## src/rtl/fc_operand_sequencer.sv

```systemverilog
`default_nettype none
// ============================================================================
// Module   : fc_operand_sequencer
// Purpose  : Operand-side sequencer for a 16-lane MAC/truncate/accumulate ALU
//            running a fully connected layer. For every output neuron it
//            walks the input chunks, fetches activation/weight/bias words,
//            drives them onto registered ALU operand buses, chains the ALU
//            result back as pre_data, and emits the finished neuron value on
//            a valid/ready stream.
// Revision : 1.0 - initial release
// ----------------------------------------------------------------------------
// Ports
//   clk, rst_n              : clock (rising edge), synchronous active-low reset
//   start, n_chunks, n_out,
//   relu_en                 : layer launch pulse and configuration
//   busy, done              : layer status (busy level, done one-cycle pulse)
//   buf_rd_en, act_addr,
//   wgt_addr, bias_addr     : buffer read request (data returns next cycle)
//   act_rdata, wgt_rdata,
//   bias_rdata              : buffer read data
//   mula_bus, mulw_bus,
//   biase, pre_data,
//   biase_ena               : registered ALU operands
//   alu_result              : ALU truncated output
//   out_valid, out_ready,
//   out_data, out_idx       : neuron result stream
// ============================================================================
module fc_operand_sequencer #(
  parameter int ALU_LAT = 2,
  parameter int CHUNK_W = 8,
  parameter int NEUR_W  = 8,
  parameter int WADDR_W = 16
) (
  input  logic               clk,
  input  logic               rst_n,
  input  logic               start,
  input  logic [CHUNK_W-1:0] n_chunks,
  input  logic [NEUR_W-1:0]  n_out,
  input  logic               relu_en,
  output logic               busy,
  output logic               done,
  output logic               buf_rd_en,
  output logic [CHUNK_W-1:0] act_addr,
  output logic [WADDR_W-1:0] wgt_addr,
  output logic [NEUR_W-1:0]  bias_addr,
  input  logic [255:0]       act_rdata,
  input  logic [255:0]       wgt_rdata,
  input  logic [15:0]        bias_rdata,
  output logic [255:0]       mula_bus,
  output logic [255:0]       mulw_bus,
  output logic [15:0]        biase,
  output logic [15:0]        pre_data,
  output logic               biase_ena,
  input  logic [15:0]        alu_result,
  output logic               out_valid,
  input  logic               out_ready,
  output logic [15:0]        out_data,
  output logic [NEUR_W-1:0]  out_idx
);

  // Wait counter must hold the value ALU_LAT (WAIT lasts ALU_LAT+1 cycles).
  localparam int WCNT_W = (ALU_LAT < 1) ? 1 : $clog2(ALU_LAT + 1);

  typedef enum logic [2:0] {
    S_IDLE  = 3'd0,
    S_FETCH = 3'd1,
    S_LOAD  = 3'd2,
    S_WAIT  = 3'd3,
    S_EMIT  = 3'd4,
    S_DONE  = 3'd5
  } state_t;

  state_t              state_q,    state_d;
  logic                busy_q,     busy_d;
  logic [CHUNK_W-1:0]  nchunks_q,  nchunks_d;
  logic [NEUR_W-1:0]   nout_q,     nout_d;
  logic                relu_q,     relu_d;
  logic [CHUNK_W-1:0]  chunk_q,    chunk_d;
  logic [NEUR_W-1:0]   neuron_q,   neuron_d;
  logic [WADDR_W-1:0]  wbase_q,    wbase_d;
  logic [WCNT_W-1:0]   wcnt_q,     wcnt_d;
  logic [15:0]         acc_q,      acc_d;
  logic [255:0]        mula_q,     mula_d;
  logic [255:0]        mulw_q,     mulw_d;
  logic [15:0]         biase_q,    biase_d;
  logic [15:0]         pre_q,      pre_d;
  logic                bena_q,     bena_d;

  logic                last_chunk;
  logic                last_neuron;

  assign last_chunk  = ((chunk_q + CHUNK_W'(1)) == nchunks_q);
  assign last_neuron = ((neuron_q + NEUR_W'(1)) == nout_q);

  always_comb begin
    state_d   = state_q;
    busy_d    = busy_q;
    nchunks_d = nchunks_q;
    nout_d    = nout_q;
    relu_d    = relu_q;
    chunk_d   = chunk_q;
    neuron_d  = neuron_q;
    wbase_d   = wbase_q;
    wcnt_d    = wcnt_q;
    acc_d     = acc_q;
    mula_d    = mula_q;
    mulw_d    = mulw_q;
    biase_d   = biase_q;
    pre_d     = pre_q;
    bena_d    = bena_q;

    case (state_q)
      S_IDLE: begin
        if (start) begin
          if ((n_chunks != '0) && (n_out != '0)) begin
            nchunks_d = n_chunks;
            nout_d    = n_out;
            relu_d    = relu_en;
            busy_d    = 1'b1;
            chunk_d   = '0;
            neuron_d  = '0;
            wbase_d   = '0;
            state_d   = S_FETCH;
          end else begin
            // Empty layer: nothing to compute, just acknowledge with done.
            state_d = S_DONE;
          end
        end
      end

      S_FETCH: begin
        state_d = S_LOAD;
      end

      S_LOAD: begin
        mula_d = act_rdata;
        mulw_d = wgt_rdata;
        if (chunk_q == '0) begin
          bena_d  = 1'b1;
          biase_d = bias_rdata;
          pre_d   = 16'h0000;
        end else begin
          bena_d  = 1'b0;
        end
        wcnt_d  = '0;
        state_d = S_WAIT;
      end

      S_WAIT: begin
        if (wcnt_q == WCNT_W'(ALU_LAT)) begin
          acc_d = alu_result;
          if (!last_chunk) begin
            pre_d   = alu_result;
            chunk_d = chunk_q + CHUNK_W'(1);
            state_d = S_FETCH;
          end else begin
            state_d = S_EMIT;
          end
        end else begin
          wcnt_d = wcnt_q + WCNT_W'(1);
        end
      end

      S_EMIT: begin
        if (out_ready) begin
          if (!last_neuron) begin
            neuron_d = neuron_q + NEUR_W'(1);
            chunk_d  = '0;
            // Running base replaces neuron*n_chunks; wraps mod 2^WADDR_W.
            wbase_d  = wbase_q + WADDR_W'(nchunks_q);
            state_d  = S_FETCH;
          end else begin
            state_d  = S_DONE;
          end
        end
      end

      S_DONE: begin
        busy_d  = 1'b0;
        state_d = S_IDLE;
      end

      default: begin
        state_d = S_IDLE;
      end
    endcase
  end

  always_ff @(posedge clk) begin
    if (!rst_n) begin
      state_q   <= S_IDLE;
      busy_q    <= 1'b0;
      nchunks_q <= '0;
      nout_q    <= '0;
      relu_q    <= 1'b0;
      chunk_q   <= '0;
      neuron_q  <= '0;
      wbase_q   <= '0;
      wcnt_q    <= '0;
      acc_q     <= '0;
      mula_q    <= '0;
      mulw_q    <= '0;
      biase_q   <= '0;
      pre_q     <= '0;
      bena_q    <= 1'b0;
    end else begin
      state_q   <= state_d;
      busy_q    <= busy_d;
      nchunks_q <= nchunks_d;
      nout_q    <= nout_d;
      relu_q    <= relu_d;
      chunk_q   <= chunk_d;
      neuron_q  <= neuron_d;
      wbase_q   <= wbase_d;
      wcnt_q    <= wcnt_d;
      acc_q     <= acc_d;
      mula_q    <= mula_d;
      mulw_q    <= mulw_d;
      biase_q   <= biase_d;
      pre_q     <= pre_d;
      bena_q    <= bena_d;
    end
  end

  // Addresses and stream payload are forced to zero outside their strobe so
  // the interface idles at all-zero.
  assign buf_rd_en = (state_q == S_FETCH);
  assign act_addr  = buf_rd_en ? chunk_q : '0;
  assign wgt_addr  = buf_rd_en ? (wbase_q + WADDR_W'(chunk_q)) : '0;
  assign bias_addr = buf_rd_en ? neuron_q : '0;

  assign out_valid = (state_q == S_EMIT);
  assign out_data  = (!out_valid || (relu_q && acc_q[15])) ? 16'h0000 : acc_q;
  assign out_idx   = out_valid ? neuron_q : '0;

  assign busy      = busy_q;
  assign done      = (state_q == S_DONE);
  assign mula_bus  = mula_q;
  assign mulw_bus  = mulw_q;
  assign biase     = biase_q;
  assign pre_data  = pre_q;
  assign biase_ena = bena_q;

endmodule
`default_nettype wire
```

## config.mk

```make
export PLATFORM = sky130hd
export DESIGN_NAME = fc_operand_sequencer
export DESIGN_NICKNAME = d
export VERILOG_FILES = /design/src/rtl/fc_operand_sequencer.sv
export SDC_FILE = /design/constraint.sdc
export NUM_CORES = 1
export LEC_CHECK = 0
export CORE_AREA = 5 5 452 454
export DETAILED_ROUTE_END_ITERATION = 6
export DIE_AREA = 0 0 457 459
export GPL_TIMING_DRIVEN = 0
export PLACE_DENSITY = 0.35
export SLEW_MARGIN = 10
export SYNTH_ARGS = -nofsm -noshare
export SYNTH_HDL_FRONTEND = slang
export SYNTH_SLANG_ARGS = --single-unit
```

## constraint.sdc

```tcl
create_clock -name clk -period 8.3 [get_ports clk]
set_input_delay 2.075 -clock clk [delete_from_list [all_inputs] [get_ports clk]]
set_output_delay 2.075 -clock clk [all_outputs]
set_load 0.02 [all_outputs]
```

==> results of run 1 <==
[sequential cells by signal, indices dropped and copies added (netlist names), 2 cells and up]
register   flops
nchunks_q      8
wbase_q       16
state_q        3
nout_q         8
mulw_bus     256
pre_data      16
wcnt_q         2
biase         16
neuron_q       8
mula_bus     256
acc_q         16
chunk_q        8
[logic make-up (layout without fill, tap and decap cells)]
group,after synthesis,in the layout,share of synthesized area (%)
simple gates,1335,1335,23.25
flops,616,616,53.15
other cells,0,26,0
compound gates,692,692,16.38
xor+xnor,28,28,1.089
mux,22,22,0.9491
fa+ha+maj,22,22,1.251
buf+inv,230,1553,3.931
[per-layer routing]
layer | vias to the layer above | share of wire [%]
met1 | 11970 | 40
li1 | 12280 | -
met5 | - | 0.27
met3 | 272 | 11
met2 | 1037 | 45
met4 | 72 | 4.1
[cell usage after synthesis (7+ instances only)]
library cell and instances:
nor3_1 15, xnor2_1 13, inv_1 12, mux2i_1 22, a22o_1 17, nand2b_1 9, a31oi_1 7, a21o_1 9
a21oi_1 577, nand2_1 1136, and3_1 14, xor2_1 14, o31ai_1 7, dfxtp_1 616, nand3_1 15, o21ai_0 15
buf_2 9, ha_1 20, nor2_1 59, clkbuf_1 199, nor4_1 8, o2111ai_1 7, or3_1 11, and2_1 35
[through the flow]
stage	std cells	power [mW]	util, %	instance area [sq um]
after floorplan	2945	4.455	-	23200
after global placement	6769	5.901	19.18	38220
after detailed placement	6773	5.916	19.22	38300
after CTS	6924	9.816	20.66	41160
after global routing	6934	10.06	20.67	41190
final	6950	9.590	20.69	41230
[where the power goes]
| group | switching, mW | internal [mW] | leakage [nW] |
|---|---|---|---|
| logic | 1.45 | 0.941 | 7.56 |
| clock network | 1.54 | 2.26 | 1.41 |
| registers | 0.173 | 3.24 | 5.01 |
| total | 3.16 | 6.43 | 14.0 |
[critical path, cell delays in order, from the launching register on]
cell and delay, ns:
dfxtp_1 0.56, ha_1 0.31, a21o_1 0.18, a21o_1 0.21, a2111oi_0 0.44, nor3_1 0.16
a41oi_1 0.71, o31ai_1 0.18, a21oi_1 0.18, clkdlybuf4s50_1 0.66
[final cells by class]
cell class | count | area share, %
flip-flops and latches | 616 | 29.91
diodes | 26 | 0.1578
multi-input cells | 2099 | 24.16
well taps | 2656 | 8.061
clock inverters | 28 | 0.7678
inverters | 12 | 0.1093
repair buffers | 1172 | 28.55
plain buffers | 218 | 2.112
clock buffers | 123 | 6.170
[final timing paths]
kind	start	endpoint	depth (start not counted)
setup / recovery	chunk_q[1]	wgt_addr[15]	9
hold / removal	acc_q[10]	acc_q[10]	2
setup reg to reg	chunk_q[0]	biase[10]	8
hold reg to reg	acc_q[10]	acc_q[10]	2
==> impl_metrics.tcl, run 1 <==
set metrics [dict create \
    status "completed" \
    yosysSeqAreaShare_pct 53.15 \
    seq_area_sq_um 12330 \
    drtPass1Iterations 7 \
    p_leak_nw 13.99 \
    path_max_fanout 7 \
    relSlewSlack_pct 19.60 \
    hold_viol 0 \
    gp_congestion 0.8565 \
    cts_resized 0 \
    worst_pin_slew_ns 1.206 \
    p_per_area_nw_per_um2 232.6 \
    grtUsageTotal_pct 15.37 \
    avgSynthCellArea_sq_um 7.879 \
    grt_overflow 0 \
    fmax_mhz 157.7 \
    syn_area_sq_um 23200 \
    synth.largest_area_cell "dfxtp_1" \
    grt_use_met2_pct 24.27 \
    ys.flop_type "dfxtp_1" \
    grt_max_degree 13 \
    hold_slack_ns 0.4491 \
    vias 25630 \
    dp_hpwl_mm 142.6 \
    wire_per_inst_um 24.39 \
    htreeDepth 3 \
    grt_pass1_vias 25840 \
    maxCapViolCount 0 \
    regToRegSetupSlack_ns 4.82 \
    grtUsageMet1_pct 18.13 \
    final.min_clock_period_ns 6.342 \
    slew_violations 0 \
    row_count 164 \
    post-route-period-util_pct 76.41 \
    grt_setup_unrepaired "no" \
    irDropWorstVdd_mv 0.1249 \
    ant_nets 0 \
    grt_pass1_wl_mm 224.5 \
    synthDistinctLibCells 71 \
    grt_busiest_layer "met2" \
    path_class "reg -> out" \
    portBuffers 1168 \
    synthTopCellsByArea "dfxtp_1, nand2_1, a21oi_1" \
    initial_core_util_pct 11.65 \
    synth-seq-cells 616 \
    clk_latency_ns 0.70 \
    die-height_um 459 \
    synth_top_area_share_pct 53.15 \
    skew_ns 0.03069 \
    drive_above_1_share_pct 4.171 \
    antenna_found_initial 109 \
    setup_tns_ns 0 \
    pre_cts_ws_ns 2.681 \
    cts_setup_buffers 0 \
    dieArea_sq_um 209800 \
    clkTransAtPathRegs_ns 0.06 \
    syn-num-nets 3532 \
    grt_use_met3_pct 7.115 \
    numCtsBuffers 87 \
    vias_per_cell 3.688 \
    multiInputGateArea_sq_um 9960 \
    drc 0 \
    cts.sinks 616 \
    final_common_cell "clkdlybuf4s50_1" \
    core_area_sq_um 199200 \
    worst_slack_ns 1.958 \
    cp.arrival_ns 4.27 \
    cts_buffer_depth 3 \
    fillCellCount 22450 \
    hold_buffers 0 \
    synthCells 2945 \
    required_ns 6.23 \
    die_w_um 457 \
    cp-end-kind "output pin" \
    synth-edff-count 0 \
    async_flop_share_pct 0 \
    ios 1170 \
    cts_tree "yes" \
    wl_mm 169.5 \
    hp-class "reg -> reg" \
    clock_tree.root_cell "clkbuf_16" \
    fin_nets 4793 \
    area.growth.synth_to_final_pct 77.69 \
    worst_setup_path_start_kind "flip-flop" \
    yosys_warnings 0 \
    mostFrequentLayoutCells "clkdlybuf4s50_1, nand2_1, dfxtp_1, a21oi_1, clkbuf_1" \
    finalSetupViolCount 0 \
    drtIter0Drc 1360 \
]
Note: power is estimated with default switching activity, not from simulation.
==> run 2, diff against run 1 <==
--- a/config.mk
+++ b/config.mk
@@ -5,9 +5,9 @@
 export SDC_FILE = /design/constraint.sdc
 export NUM_CORES = 1
 export LEC_CHECK = 0
-export CORE_AREA = 5 5 452 454
+export CORE_AREA = 5 5 455 457
 export DETAILED_ROUTE_END_ITERATION = 6
-export DIE_AREA = 0 0 457 459
+export DIE_AREA = 0 0 460 462
 export GPL_TIMING_DRIVEN = 0
 export PLACE_DENSITY = 0.35
 export SLEW_MARGIN = 10
==> constraint.sdc (replaced) <==
create_clock -name clk -period 5.9 [get_ports clk]
set_input_delay 1.475 -clock clk [delete_from_list [all_inputs] [get_ports clk]]
set_output_delay 1.475 -clock clk [all_outputs]
set_load 0.02 [all_outputs]
==> run 2 against run 1 <==
- clock power rose by 44%
- utilization fell by 0.37 points
- sequential share of layout area hardly changed
- critical path depth up 2
- cell count rose by 0.49%
- largest cell class unchanged
- die area grew 1.3%
- sequential power rose by 41%
- register-to-register slack got worse by 2.1 ns
- global-route usage fell by 0.36 points
- routed wire length is 1.1% lower
==> impl_metrics.tcl, run 2 (same netlist as run 1, synthesis figures left out) <==
set metrics [dict create \
    fin_nets 4790 \
    grt_max_degree 13 \
    utilization_pct 20.32 \
    core_area_sq_um 203100 \
    path_max_fanout 8 \
    hold_viol 0 \
    grtUsageTotal_pct 15.01 \
    cts_setup_buffers 0 \
    cp-end-kind "output pin" \
    area.growth.synth_to_final_pct 77.92 \
    antenna_found_initial 90 \
    grt_setup_unrepaired "no" \
    worst_slack_ns 0.4031 \
    dp_hpwl_mm 140.6 \
    portBuffers 1168 \
    ios 1170 \
    grt_overflow 0 \
    finalSetupViolCount 0 \
    setup_tns_ns 0 \
    htreeDepth 3 \
    pre_cts_ws_ns 0.8824 \
    cts_tree "yes" \
    p_per_area_nw_per_um2 329.2 \
    numCtsBuffers 86 \
    worst_pin_slew_ns 1.108 \
    clk_latency_ns 0.71 \
    cts.sinks 616 \
    maxCapViolCount 0 \
    worst_setup_path_start_kind "flip-flop" \
    drive_above_1_share_pct 4.073 \
    cp.arrival_ns 4.02 \
    slew_violations 0 \
    wl_mm 167.7 \
    hp-class "reg -> reg" \
    fillCellCount 22870 \
    grt_pass1_vias 25540 \
    vias_per_cell 3.668 \
    die_w_um 460 \
    hold_buffers 0 \
    p_leak_nw 13.97 \
    status "completed" \
    die-height_um 462 \
    fmax_mhz 181.9 \
    clkTransAtPathRegs_ns 0.05 \
    vias 25620 \
    gp_congestion 0.8241 \
    ant_nets 0 \
    irDropWorstVdd_mv 0.1985 \
    drtPass1Iterations 5 \
    dieArea_sq_um 212500 \
    relSlewSlack_pct 26.12 \
    path_class "reg -> out" \
    power_mw 13.59 \
    grt_pass1_wl_mm 221.7 \
    clock_tree.root_cell "clkbuf_16" \
    drc 0 \
    mostFrequentLayoutCells "clkdlybuf4s50_1, nand2_1, dfxtp_1, a21oi_1, clkbuf_1" \
    row_count 166 \
    final_common_cell "clkdlybuf4s50_1" \
    skew_ns 0.03022 \
    required_ns 4.43 \
    final.min_clock_period_ns 5.497 \
    cts_resized 0 \
    cts_buffer_depth 3 \
    drtIter0Drc 1334 \
    wire_per_inst_um 24.01 \
    post-route-period-util_pct 93.17 \
    initial_core_util_pct 11.42 \
]
-- run 2: cell type report --
class | count | area (sq um) | share of cell area (%)
sequential | 616 | 12330 | 29.87
clock buffer | 129 | 2515 | 6.092
multi-input combinational | 2099 | 9972 | 24.16
timing repair buffer | 1170 | 11720 | 28.40
tap | 2688 | 3363 | 8.147
antenna | 24 | 60.06 | 0.1455
clock inverter | 28 | 400.4 | 0.9699
buffer | 218 | 870.8 | 2.109
inverter | 12 | 45.04 | 0.1091
-- run 2: worst paths after layout --
kind                                     end  slack, ns       start  cells after the start
worst max register to register  mula_bus[31]       2.75  state_q[2]                      8
worst max-delay path            wgt_addr[12]       0.40  chunk_q[0]                     11
worst min-delay path               acc_q[13]       0.45   acc_q[13]                      2
worst min register to register     acc_q[13]       0.45   acc_q[13]                      2
-- run 2: critical path, stage by stage (launching register included) --
cell             delay (ns)
dfxtp_1                0.42
ha_1                   0.29
fa_1                   0.40
a21o_1                 0.17
a21oi_1                0.22
o21bai_1               0.14
a2111oi_2              0.47
buf_2                  0.23
nor3_1                 0.07
xnor2_1                0.15
nor2_1                 0.11
clkdlybuf4s50_1        0.67
-- run 2: routing by layer --
layer  track usage [%]  share of wire (%)
met2             24.47                 46
met3             6.631                 10
met1             17.95                 41
met5                 0               0.25
met4             4.085                2.1
-- run 2: metrics by stage --
stage | hold WS [ns] | area [sq um] | instances
finish | 0.4482 | 41280 | 6984
global route | 0.4673 | 41240 | 6966
CTS | 0.4507 | 41210 | 6960
detailed placement | 0.4435 | 38290 | 6803
global placement | 0.4381 | 38260 | 6801
floorplan | 0.4317 | 23200 | 2945
-- run 2: report_power, final --
group | total (mW) | leakage (nW) | switching (mW) | internal, mW
registers | 4.81 | 5.01 | 0.257 | 4.55
clock network | 5.46 | 1.42 | 2.20 | 3.27
logic | 3.32 | 7.55 | 2.00 | 1.32
total | 13.6 | 14.0 | 4.45 | 9.14
==> run 3, diff against run 2 <==
--- a/config.mk
+++ b/config.mk
@@ -5,9 +5,9 @@
 export SDC_FILE = /design/constraint.sdc
 export NUM_CORES = 1
 export LEC_CHECK = 0
-export CORE_AREA = 5 5 455 457
+export CORE_AREA = 4 4 457 459
 export DETAILED_ROUTE_END_ITERATION = 6
-export DIE_AREA = 0 0 460 462
+export DIE_AREA = 0 0 461 463
 export GPL_TIMING_DRIVEN = 0
 export PLACE_DENSITY = 0.35
 export SLEW_MARGIN = 10
==> run 3 against run 2 <==
- global-route usage rose by 0.14 points
- count of clock-buffer cells in the layout fell by 3
- clock skew up 0.0048 ns
- utilization down 0.18 points
- critical path type unchanged
- largest cell class unchanged
==> impl_metrics.tcl, run 3 (same netlist as run 1, synthesis figures left out) <==
set metrics [dict create \
    status "completed" \
    post-route-period-util_pct 95.66 \
    row_count 166 \
    dieArea_sq_um 213400 \
    wire_per_inst_um 24.34 \
    grt_overflow 0 \
    cts_setup_buffers 0 \
    skew_ns 0.03503 \
    final_common_cell "clkdlybuf4s50_1" \
    fmax_mhz 177.2 \
    p_leak_nw 13.95 \
    worst_setup_path_start_kind "flip-flop" \
    mostFrequentLayoutCells "clkdlybuf4s50_1, nand2_1, dfxtp_1, a21oi_1, clkbuf_1" \
    crit_slowest_cell "a2111oi_2" \
    cpPeakStageDelay_ns 0.68 \
    required_ns 4.43 \
    maxCapViolCount 0 \
    path_cells "ha_1, fa_1, a21o_1, a21oi_1, o21bai_1, a2111oi_2, nor3_1, xnor2_1, nor2_1, clkdlybuf4s50_1" \
    clock_tree.root_cell "clkbuf_16" \
    gp_congestion 0.8659 \
    antenna_found_initial 103 \
    fillCellCount 23030 \
    drive_above_1_share_pct 4.036 \
    grt_setup_unrepaired "no" \
    postPlaceCellArea_sq_um 38320 \
    initial_core_util_pct 11.35 \
    slew_violations 0 \
    ant_nets 0 \
    seq_area_sq_um 12330 \
    relSlewSlack_pct 20.61 \
    hold_buffers 0 \
    hp-class "reg -> reg" \
    power_mw 13.42 \
    final.min_clock_period_ns 5.644 \
    cp.arrival_ns 4.17 \
    wl_mm 169.7 \
    cp.buffers_inverters 1 \
    worst_pin_slew_ns 1.191 \
    drtPass1Iterations 5 \
    cts.sinks 616 \
    cts_tree "yes" \
    multiInputGateArea_sq_um 9972 \
    irDropWorstVdd_mv 0.2233 \
    vias_per_cell 3.686 \
    crit_family "compound AO/OA/AOI/OAI gates" \
    die_w_um 461 \
    hold_viol 0 \
    fin_nets 4790 \
    finalInstanceArea_sq_um 41170 \
    ios 1170 \
    numCtsBuffers 86 \
    grtUsageTotal_pct 15.16 \
    clkTransAtPathRegs_ns 0.06 \
    area.growth.synth_to_final_pct 77.46 \
    path_class "reg -> out" \
    core_area_sq_um 204400 \
    finalSetupViolCount 0 \
    dp_hpwl_mm 142.1 \
    clk_latency_ns 0.70 \
    grt_pass1_wl_mm 223.8 \
    vias 25700 \
    regToRegSetupSlack_ns 2.69 \
    path_max_fanout 8 \
    drc 0 \
    cts_buffer_depth 3 \
    portBuffers 1168 \
    htreeDepth 3 \
    setup_tns_ns 0 \
    p_per_area_nw_per_um2 325.8 \
    grt_max_degree 12 \
    grt_pass1_vias 25360 \
    cp-end-kind "output pin" \
    die-height_um 463 \
    drtIter0Drc 1482 \
]
run 3: cell types whose count changed in the layout (fill, tap and decap cells not counted), sizes merged:
cell / delta
clkinvlp: -3
inv: -4
clkbuf: -3
clkinv: +4
diode: -1
bufinv: -4
run 3: path summary, 6_finish.rpt:
kind               from      endpoint  depth (start not counted)
max reg2reg  state_q[2]  mula_bus[28]                          8
min reg2reg    acc_q[8]      acc_q[8]                          2
min            acc_q[8]      acc_q[8]                          2
max          chunk_q[0]  wgt_addr[10]                         10
run 3: through the flow:
stage | setup WS, ns | utilization [%] | cells | hold slack, ns
5_1_grt | 0.01887 | 20.12 | 6955 | 0.4638
6_report | 0.2562 | 20.15 | 6973 | 0.4483
3_5_place_dp | 0.6655 | 18.75 | 6803 | 0.4424
2_1_floorplan | 1.622 | - | 2945 | 0.4317
3_3_place_gp | 0.2271 | 18.72 | 6801 | 0.4406
4_1_cts | 0.1668 | 20.11 | 6950 | 0.4502
run 3: cell type report:
class                      instances  area share (%)
sequential                       616           29.95
timing repair buffer            1170           28.53
multi-input combinational       2099           24.22
tap                             2688           8.168
clock buffer                     126           6.233
buffer                           218           2.118
clock inverter                    21          0.5348
antenna                           23          0.1398
inverter                          12          0.1094
run 3: power by group:
group / internal, mW / switching (mW) / leakage [nW]
clock network: 3.12 / 2.13 / 1.38
logic: 1.32 / 2.04 / 7.56
registers: 4.55 / 0.242 / 5.01
run 3: metal layers:
metal  vias up  routed length (um)  GRT usage, %
met5         -                 494             0
met4        78                3872         3.394
met3       242               19690         7.694
met2      1053               78390         25.02
met1     12050               67300         17.43
li1      12280                   -             -
run 3: timing repair:
item	4_1_cts	5_1_grt
setup endpoints to repair	4	1
gates resized for setup	1	1
gates cloned	0	0
run 3: worst reg2reg max path, delay by kind of cell, from the launching register on:
family                 cells  cell delay, ns
AO/OA/AOI/OAI              1            0.16
flip-flops                 1            0.52
buffers and inverters      5            2.17
AND/OR/NAND/NOR            2            0.27
